**config.mk**
```make
export PLATFORM = sky130hd
export DESIGN_NAME = round_from_zero
export DESIGN_NICKNAME = d
export VERILOG_FILES = /design/src/rtl/round_from_zero.sv
export SDC_FILE = /design/constraint.sdc
export NUM_CORES = 1
export LEC_CHECK = 0
export CAP_MARGIN = 20
export CORE_MARGIN = 2
export CORE_UTILIZATION = 45
export CTS_CLUSTER_DIAMETER = 40
export DETAILED_ROUTE_END_ITERATION = 16
export PLACE_DENSITY = 0.75
export SYNTH_ARGS = -nofsm -noshare
export SYNTH_HDL_FRONTEND = slang
export SYNTH_SLANG_ARGS = --single-unit
```
**constraint.sdc**
```tcl
create_clock -name clk -period 1.5 [get_ports clk]
set_clock_uncertainty 0.1 [all_clocks]
set_input_delay 0.225 -clock clk [delete_from_list [all_inputs] [get_ports clk]]
set_output_delay 0.225 -clock clk [all_outputs]
set_load 0.02 [all_outputs]
```
**src/rtl/round_from_zero.sv**
```systemverilog
// Registered signed requantizer: clears the NBITS LSBs of a DIN-bit word, rounding away from zero,
// behind a 2-entry skid buffer (out register + skid register) with registered ready.
module round_from_zero #(
    parameter int DIN      = 16,
    parameter int NBITS    = 1,
    parameter int SATURATE = 1
) (
    input  logic           clk,
    input  logic           rst,
    input  logic [DIN-1:0] din_data,
    input  logic           din_valid,
    output logic           din_ready,
    output logic [DIN-1:0] dout_data,
    output logic           dout_valid,
    input  logic           dout_ready,
    output logic           ovf
);

    localparam logic signed [DIN:0] RND_ADD  = {{(DIN+1-NBITS){1'b0}}, {NBITS{1'b1}}};
    localparam logic [DIN-1:0]      LOW_MASK = {{(DIN-NBITS){1'b0}}, {NBITS{1'b1}}};
    localparam logic [DIN-1:0]      SAT_VAL  = {1'b0, {(DIN-1-NBITS){1'b1}}, {NBITS{1'b0}}};

    // Returns {ovf, rounded word}. Non-negative words get the rounding bias; negative words
    // are simply truncated, which floors them and so moves them away from zero.
    function automatic logic [DIN:0] round_away(input logic signed [DIN-1:0] x);
        logic signed [DIN:0] xe;
        logic signed [DIN:0] s;
        logic [DIN-1:0]      r;
        logic                o;
        xe = {x[DIN-1], x};
        s  = x[DIN-1] ? xe : xe + RND_ADD;
        o  = !x[DIN-1] && s[DIN-1];
        r  = s[DIN-1:0] & ~LOW_MASK;
        if (o && SATURATE != 0)
            r = SAT_VAL;
        return {o, r};
    endfunction

    logic signed [DIN-1:0] rnd_data_p0;
    logic                  rnd_ovf_p0;
    logic signed [DIN-1:0] out_data_p1;
    logic                  out_ovf_p1;
    logic                  out_vld_p1;
    logic signed [DIN-1:0] skid_data_p1;
    logic                  skid_ovf_p1;
    logic                  skid_vld_p1;
    logic                  rdy_p1;

    logic accept;
    logic stall;
    logic skid_nxt;

    // Stage p0: combinational rounding of the incoming word
    always_comb begin
        {rnd_ovf_p0, rnd_data_p0} = round_away(din_data);
    end

    assign accept = din_valid && rdy_p1;
    assign stall  = out_vld_p1 && !dout_ready;

    always_comb begin
        skid_nxt = 1'b0;
        if (stall)
            skid_nxt = skid_vld_p1 || accept;
    end

    // Stage p1: output register, skid register and registered ready
    always_ff @(posedge clk or negedge rst) begin
        if (!rst) begin
            out_vld_p1  <= 1'b0;
            out_data_p1 <= '0;
            out_ovf_p1  <= 1'b0;
            skid_vld_p1 <= 1'b0;
            rdy_p1      <= 1'b0;
        end else begin
            rdy_p1      <= !skid_nxt;
            skid_vld_p1 <= skid_nxt;
            if (!stall) begin
                if (skid_vld_p1) begin
                    out_data_p1 <= skid_data_p1;
                    out_ovf_p1  <= skid_ovf_p1;
                    out_vld_p1  <= 1'b1;
                end else begin
                    out_vld_p1 <= accept;
                    if (accept) begin
                        out_data_p1 <= rnd_data_p0;
                        out_ovf_p1  <= rnd_ovf_p0;
                    end
                end
            end
        end
    end

    // Skid payload only matters while skid_vld_p1 is set, so it carries no reset
    always_ff @(posedge clk) begin
        if (accept && stall) begin
            skid_data_p1 <= rnd_data_p0;
            skid_ovf_p1  <= rnd_ovf_p0;
        end
    end

    assign din_ready  = rdy_p1;
    assign dout_valid = out_vld_p1;
    assign dout_data  = out_data_p1;
    assign ovf        = out_ovf_p1;

endmodule

```
* Yosys cells after proc, flatten, opt, wreduce, memory -nomap -nowiden
Index checks and enable logic that the tools add are counted.
** Word-level totals
- Bits in registers :: 37
- Input bits :: 20
** Cells by class
- Muxes and demuxes :: 8
- Bitwise logic cells :: 1
- Reduce and logical (&&, ||, !) cells :: 10
- $add $sub $neg :: 1
** Operators with widths (count)
- $mux 16 :: 4
- $add 16x2->16 const B :: 1
- $logic_and 1x1->1 :: 4
- $mux 1 :: 4
- $logic_not 1->1 :: 3
- $reduce_and 2->1 :: 1
- $reduce_bool 2->1 :: 1
- $logic_or 1x1->1 :: 1
- $not 1->1 :: 1

* Longest topological paths before layout
- Word-level depth :: 6
- Depth in mapped cells :: 6
- Mapped depth without buffers :: 5

* Worst setup path after synthesis
No wires, ideal clock.
- Path type :: register to register
- From :: reg out_vld_p1, in the netlist dout_valid
- To :: reg skid_data_p1[10], enable pin
- Path slack :: -239 ps
- Data required time :: 1026 ps
- Stages on the path, launching flop included :: 4
- Path buffers :: 1
- Data arrival time :: 1266 ps
- Cells stage by stage :: dfrtp_1 > nor2b_1 > clkbuf_1 > and2_1
** On the way
- Longest elaborated chain between the ends :: 2
** Ends and longest elaborated chain
- start: declaration :: line 43 : logic out_vld_p1;
- start signal: assignment :: line 84 : out_vld_p1 <= accept;
- $logic_and 1x1->1 :: line 59 : assign stall = out_vld_p1 && !dout_ready;
- $logic_and 1x1->1 :: line 96 : if (accept && stall) begin
- end signal: assignment :: line 97 : skid_data_p1 <= rnd_data_p0;
- end: declaration :: line 44 : logic signed [DIN-1:0] skid_data_p1;
Every way passes these cells.
A chain may end at the register's enable or synchronous reset.

* Final worst setup path
- From :: in din_data[10]
- To :: reg out_data_p1[11], in the netlist dout_data[11]
** On the way
- Longest elaborated chain between the ends :: 6
** Ends and longest elaborated chain
- start: declaration :: line 10 : input logic [DIN-1:0] din_data,
- $add 16x2->16 (*) :: line 31 : s = x[DIN-1] ? xe : xe + RND_ADD;
- $mux 16 (*) :: line 31
- $logic_and 1x1->1 :: line 32 : o = !x[DIN-1] && s[DIN-1];
- $mux 16 (*) :: line 34 : if (o && SATURATE != 0)
- via rnd_data_p0[11] :: line 39 : logic signed [DIN-1:0] rnd_data_p0;
- $mux 16 (*) :: line 85 : if (accept) begin
- $mux 16 (*) :: line 79 : if (skid_vld_p1) begin
- end signal: assignment :: line 80 : out_data_p1 <= skid_data_p1;
- end signal: assignment :: line 86 : out_data_p1 <= rnd_data_p0;
- end: declaration :: line 41 : logic signed [DIN-1:0] out_data_p1;
Mark *: on every way through the listed nets, which the timed path passes. The rest lies on a longest branch. The select of a mux whose other input is x is not followed.

==> impl_metrics.csv <==
group,metric,value,unit
final_layout,final_cell_area,2700,um^2
power,p_leak,1.21,nW
critical_path,critical_path_required,1570,ps
placement,port_buffers,37,
sta,fin_crit_sh,0.976,
drt,ant_nets,0,
cts,htree_levels,2,
synthesis,synth_top_cell_area_share,0.264,
cts,clkLatencyLatePin,290,ps
critical_path,worst-path-buf-inv,2,
sta,hold_violations,0,
sta,report.final.slew_viol_count,0,
placement,place_ws,-722,ps
drt,remaining_drc_errors,0,
sta,fmax,683,MHz
drt,routed_wirelength,5210,um
placement,place_area,2510,um^2
min_path,hp-class,"input port to async pin",
drt,dr_wl_met3,273,um
critical_path,reg2reg_slack,70,ps
placement,place_congestion,0.848,
status,status,"finished, final reports clean",
sta,final-setup-viol-count,0,
critical_path,path_depth,6,
synthesis,synth_top_cell_by_area,"edfxtp_1",
synthesis,yosysUniqueCellTypes,48,
drt,wl_met2,2730,um
final_layout,drive_above_1_share,0.394,
drt,routed.top_layer,"met4",
global_route,grt_usage,0.249,
drt,routed_via_density,5.66,
synthesis,synthTopCellsByCount,"19 x dfrtp_1, 16 x edfxtp_1, 13 x nand2_1, 13 x o21ai_0, 10 x inv_1",
synthesis,yosysMostFrequentCell,"dfrtp_1",
drt,drtPass1Iterations,4,
synthesis,ys_seq_area_frac,0.525,
placement,hpwl,3470,um
die,die_h,67.6,um
synthesis,avgSynthCellArea,10.7,um^2
die,io_pins,39,
global_route,antenna_found_initial,0,
global_route,grt_max_degree,20,
critical_path,critical_path_arrival,1530,ps
sta,tns,0,ps
synthesis,syn_area,1820,um^2
final_layout,layout-area-overhead-vs-synth,48.3,%
cts,clkTransAtPathRegs,70,ps
final_layout,antennaDiodeCount,0,
synthesis,netlist_instances,171,
drt,drt_iter0_drc,156,
critical_path,critPathLaunchType,"input port",
final_layout,fin_util,0.685,
cts,cts_tree,"done",
cts,numCtsBuffers,5,
sta,min_period,1460,ps
synthesis,postSynthNetCount,192,
critical_path,r2r_cells,6,
synthesis,synthArstFlopShare,0.543,
critical_path,startpoint,"din_data[10]",
global_route,gr-total-overflow,0,
critical_path,cpMaxStageDelayCell,"mux2_4",
drt,vias,1721,
power,ir_drop,0.364,mV
critical_path,path_delay_family,"multiplexers",
sta,setup_ws,36.2,ps
synthesis,synth_seq_cells,35,
synthesis,synthFlopType,"dfrtp_1",
die,rows,23,
synthesis,netlist_top_cells_area,"edfxtp_1 26%, dfrtp_1 26%, o21ai_0 3.6%",
power,total_power,0.00283,W
die,die_x,67.6,um
cts,root_buffer,"clkbuf_8",
synthesis,synth_edf_count,16,
synthesis,synth_warnings,0,
final_layout,nNetsFinal,274,
die,initial_core_util,0.462,
critical_path,r2r-start,"dout_valid",
drt,wire_per_inst,17.1,um
die,die_area,4570,um^2
critical_path,path_cells,"clkdlybuf4s15_1, nand4_1, buf_6, nor3_4, mux2_4, a221o_1",
critical_path,cp-end-kind,"flop",
drt,drt-met1-wl,2120,um
global_route,grt_pass1_vias,1741,
critical_path,r2r_end,"dout_data[12]",
global_route,grt_first_pass_wirelength,8270,um
cts,hold_buffers,0,
power,cellPowerDensity,1050,nW/um^2
cts,clock_path_buffers,2,
die,core-area,3940,um^2
critical_path,critPathKind,"input port to flop",
final_layout,fillCellCount,278,
critical_path,worstPathMaxFanout,6,
critical_path,endpoint,"dout_data[11]",
run,cap_violations,0,
cts,cts.sinks,35,
critical_path,max_stage_delay,340,ps
## flip-flops by register name, indices dropped and copies added (netlist names)
signal and count:
din_ready 1, ovf 1, skid_ovf_p1 1, dout_valid 1
skid_vld_p1 1, skid_data_p1 15, dout_data 15
## report_power, final
group | switching [W] | leakage [nW] | internal [W]
Sequential | 0.0000831 | 0.372 | 0.00116
Clock | 0.000328 | 0.0459 | 0.000368
Combinational | 0.000492 | 0.789 | 0.000399
Total | 0.000904 | 1.21 | 0.00193
## layer usage
metal  up-vias  global-route usage
met5         -                   0
met4         0               0.105
met3         9              0.0467
met2        58               0.426
met1       852               0.307
li1        802                   -
## layout make-up
type	count	area, um^2	share of cell area
clock inverter	1	3.75	0.00139
tap	50	62.6	0.0232
sequential	35	957	0.354
multi-input combinational	119	922	0.341
clock buffer	7	86.3	0.0320
timing repair buffer	81	626	0.232
inverter	11	43.8	0.0162
## cell usage in the layout (no fill, tap or decap), types with 3 or more instances in the layout
| cell type | Yosys | routed |
|---|---|---|
| buf_4 | 1 | 45 |
| dlygate4sd2_1 | 0 | 20 |
| dfrtp_1 | 19 | 18 |
| edfxtp_1 | 16 | 16 |
| nand2_1 | 13 | 13 |
| o21ai_0 | 13 | 11 |
| inv_1 | 10 | 10 |
| clkbuf_2 | 0 | 9 |
| a21oi_1 | 9 | 7 |
| and3_1 | 6 | 6 |
| clkbuf_8 | 0 | 6 |
| nand3_1 | 7 | 5 |
| nor3_1 | 8 | 5 |
| or3_1 | 4 | 4 |
| nor2_1 | 5 | 3 |
| a31oi_1 | 3 | 3 |
| mux2_2 | 5 | 3 |
| o21a_1 | 3 | 3 |
| clkdlybuf4s50_1 | 0 | 3 |
## worst min-delay path by stage
stage | slack (ps) | start | end
floorplan | -170 | rst | din_ready
global placement | 370 | dout_data[15] | dout_data[15]
detailed placement | 390 | dout_data[4] | dout_data[4]
CTS | 180 | rst | dout_data[1]
global route | 190 | rst | ovf
finish | 160 | rst | dout_data[2]
## per-stage QoR
step,cells,hold slack [ps]
2_1_floorplan,171,-171
3_3_place_gp,286,368
3_5_place_dp,286,388
4_1_cts,303,178
5_1_grt,304,186
6_report,304,164
## kinds of logic after synthesis
| group | count (synthesis) | synth area share |
|---|---|---|
| buffers and inverters | 19 | 0.0467 |
| adder cells (fa/ha/maj) | 1 | 0.00687 |
| AND/OR/NAND/NOR | 62 | 0.202 |
| other | 1 | 0.00206 |
| multiplexers | 7 | 0.0419 |
| flip-flops | 35 | 0.525 |
| XOR/XNOR | 3 | 0.0144 |
| AO/OA/AOI/OAI | 43 | 0.161 |
## what timing repair did
| item | 4_1_cts | 5_1_grt |
|---|---|---|
| buffers inserted | 7 | 1 |
| pin swaps | 14 | 8 |
| gates resized for setup | 65 | 22 |
| cloned | 2 | 0 |
| endpoints found under the setup margin | 48 | 20 |
Note: power is estimated with default switching activity, not from simulation.
==> variant (config.mk and constraints unchanged) <==
Make the reset (`rst`) synchronous in one clocked block.
--- a/src/rtl/round_from_zero.sv
+++ b/src/rtl/round_from_zero.sv
@@ -65,7 +65,7 @@
     end
 
     // Stage p1: output register, skid register and registered ready
-    always_ff @(posedge clk or negedge rst) begin
+    always_ff @(posedge clk) begin
         if (!rst) begin
             out_vld_p1  <= 1'b0;
             out_data_p1 <= '0;
Formal check against the unedited RTL: differs if rst is asserted again (counterexample within 4 cycles, from zero or initial values and one cycle with rst low); with rst held inactive, the same outputs for 10 cycles.
==> variant against the unedited design <==
- sequential cell count unchanged
- core utilization down 1.7 points
- count of clock-buffer cells in the layout fell by 1
- synthesized area is 1.9% higher
- via count down 2.4%
- largest cell class is now multi-input gates
- wire length fell by 13%
- hold slack better by 9.7 ps
- non-clock buffer count increased by 5
- critical endpoint is now dout_data[2]
- worst setup slack better by 1.7 ps
- global-route usage shrank 3.8 points
- design area is 1.8% lower
Power is not compared: it rests on default switching activity, and its combinational part moved more than twofold at a synthesized area within 25%.
==> variant: results (changes against the unedited design) <==
.. list-table::
   :header-rows: 1

   * - Metric
     - Value
   * - Nonclk buf count
     - 86 (+6.2%)
   * - Hold/Removal Path Class
     - in -> reg
   * - Worst reg-to-reg setup slack
     - 140 ps (+70 ps)
   * - Count of multi-input combinational gates
     - 134 (+13%)
   * - Reg2reg end
     - dout_data[3]
   * - Overall fraction of global-route tracks in use
     - 21.1% (-3.8 points)
   * - Post-synthesis mux area share
     - 5.80% (+1.6 points)
   * - Maximum single-stage delay on the critical path
     - 620 ps (+280 ps)
   * - Data arrival time at the worst-slack endpoint
     - 1570 ps (+40 ps)
   * - Via count of the first global-routing pass
     - 1,497 (-14%)
   * - R2R cell count
     - 5 (-1)
   * - Layout inverter count without the clock tree
     - 5 (-6)
   * - Post-Synth XOR/XNOR Area
     - 0.472% (-0.97 points)
   * - Weighted congestion at the end of routability-driven global placement
     - 0.785 (-7.5%)
   * - Non-clk buf share
     - 24.0% (+0.79 points)
   * - Clock-cell share
     - 4.43% (+1.1 points)
   * - Core occupancy in the finished layout
     - 66.8% (-1.7 points)
   * - Proportion of layout cells with a drive suffix above 1
     - 40.7% (+1.3 points)
   * - Gate count of the mapped netlist
     - 185 (+8.2%)
   * - Commonest cells in the synthesized netlist
     - sky130_fd_sc_hd__nand2_1 (22), sky130_fd_sc_hd__dfxtp_1 (19), sky130_fd_sc_hd__edfxtp_1 (16)
   * - Layout Nets
     - 288 (+5.1%)
   * - Post-synth top flop
     - sky130_fd_sc_hd__dfxtp_1
   * - Sequential cell area
     - 866 sq um (-9.5%)
   * - Final hold slack
     - 174 ps (+9.68 ps)
   * - Compound-cell area share of the yosys netlist
     - 20.3% (+4.2 points)
   * - Family with the most delay on the worst path
     - simple AND/OR/NAND/NOR gates
   * - Standard cell with the maximum stage delay on the critical path
     - sky130_fd_sc_hd__or4_4
   * - Detailed router's first-iteration violation count
     - 109 (-30%)
   * - Total half-perimeter wirelength after legalization and detailed placement
     - 3.36 mm (-3.1%)
   * - Area of the multi-input gates
     - 953 sq um (+3.4%)
   * - Post-synth cell types
     - 52 (+8.3%)
   * - RR Startpoint
     - din_ready
   * - Post-synth net total
     - 206 (+7.3%)
   * - Sequential-to-total area share from yosys stat
     - 46.4% (-6.1 points)
   * - Clock buffer count
     - 6 (-1)
   * - Pwr Total
     - approximately 2.3 mW
   * - Multi-input combinational area share
     - 35.9% (+1.8 points)
   * - Post-placement setup slack
     - -708 ps (+14.2 ps)
   * - Run status
     - complete, no violations
   * - Share of synthesized registers carrying an async set or reset
     - 0% (-54 points)
==> variant: cell types whose count changed in the layout (fill, tap and decap cells not counted), moves of 5 or more <==
cell                      change
sky130_fd_sc_hd__dfxtp_1     +17
sky130_fd_sc_hd__dfrtp_1     -18
sky130_fd_sc_hd__a21oi_1      +7
sky130_fd_sc_hd__and3_1       -6
sky130_fd_sc_hd__inv_1        -5
sky130_fd_sc_hd__nand2_1      +9
==> variant: logic make-up after synthesis <==
family	Yosys count
compound gates	56
xor+xnor	1
fa+ha+maj	1
buf+inv	16
flops	35
mux	10
other cells	1
simple gates	65
==> variant: repair_timing <==
item | CTS | global route
pin swaps | 7 | 7
setup buffers | 3 | 3
endpoints found under the setup margin | 48 | 16
endpoints found under the hold margin | 0 | 0
hold buffers | 0 | 0
resized for setup | 53 | 28
==> variant: metal layers <==
layer	vias up	track usage, %	share of wire [%]
met5	-	0	0
met4	0	7.50	1.7
met3	8	4.44	5.4
met2	57	34.6	48
met1	771	27.5	45
li1	843	-	-
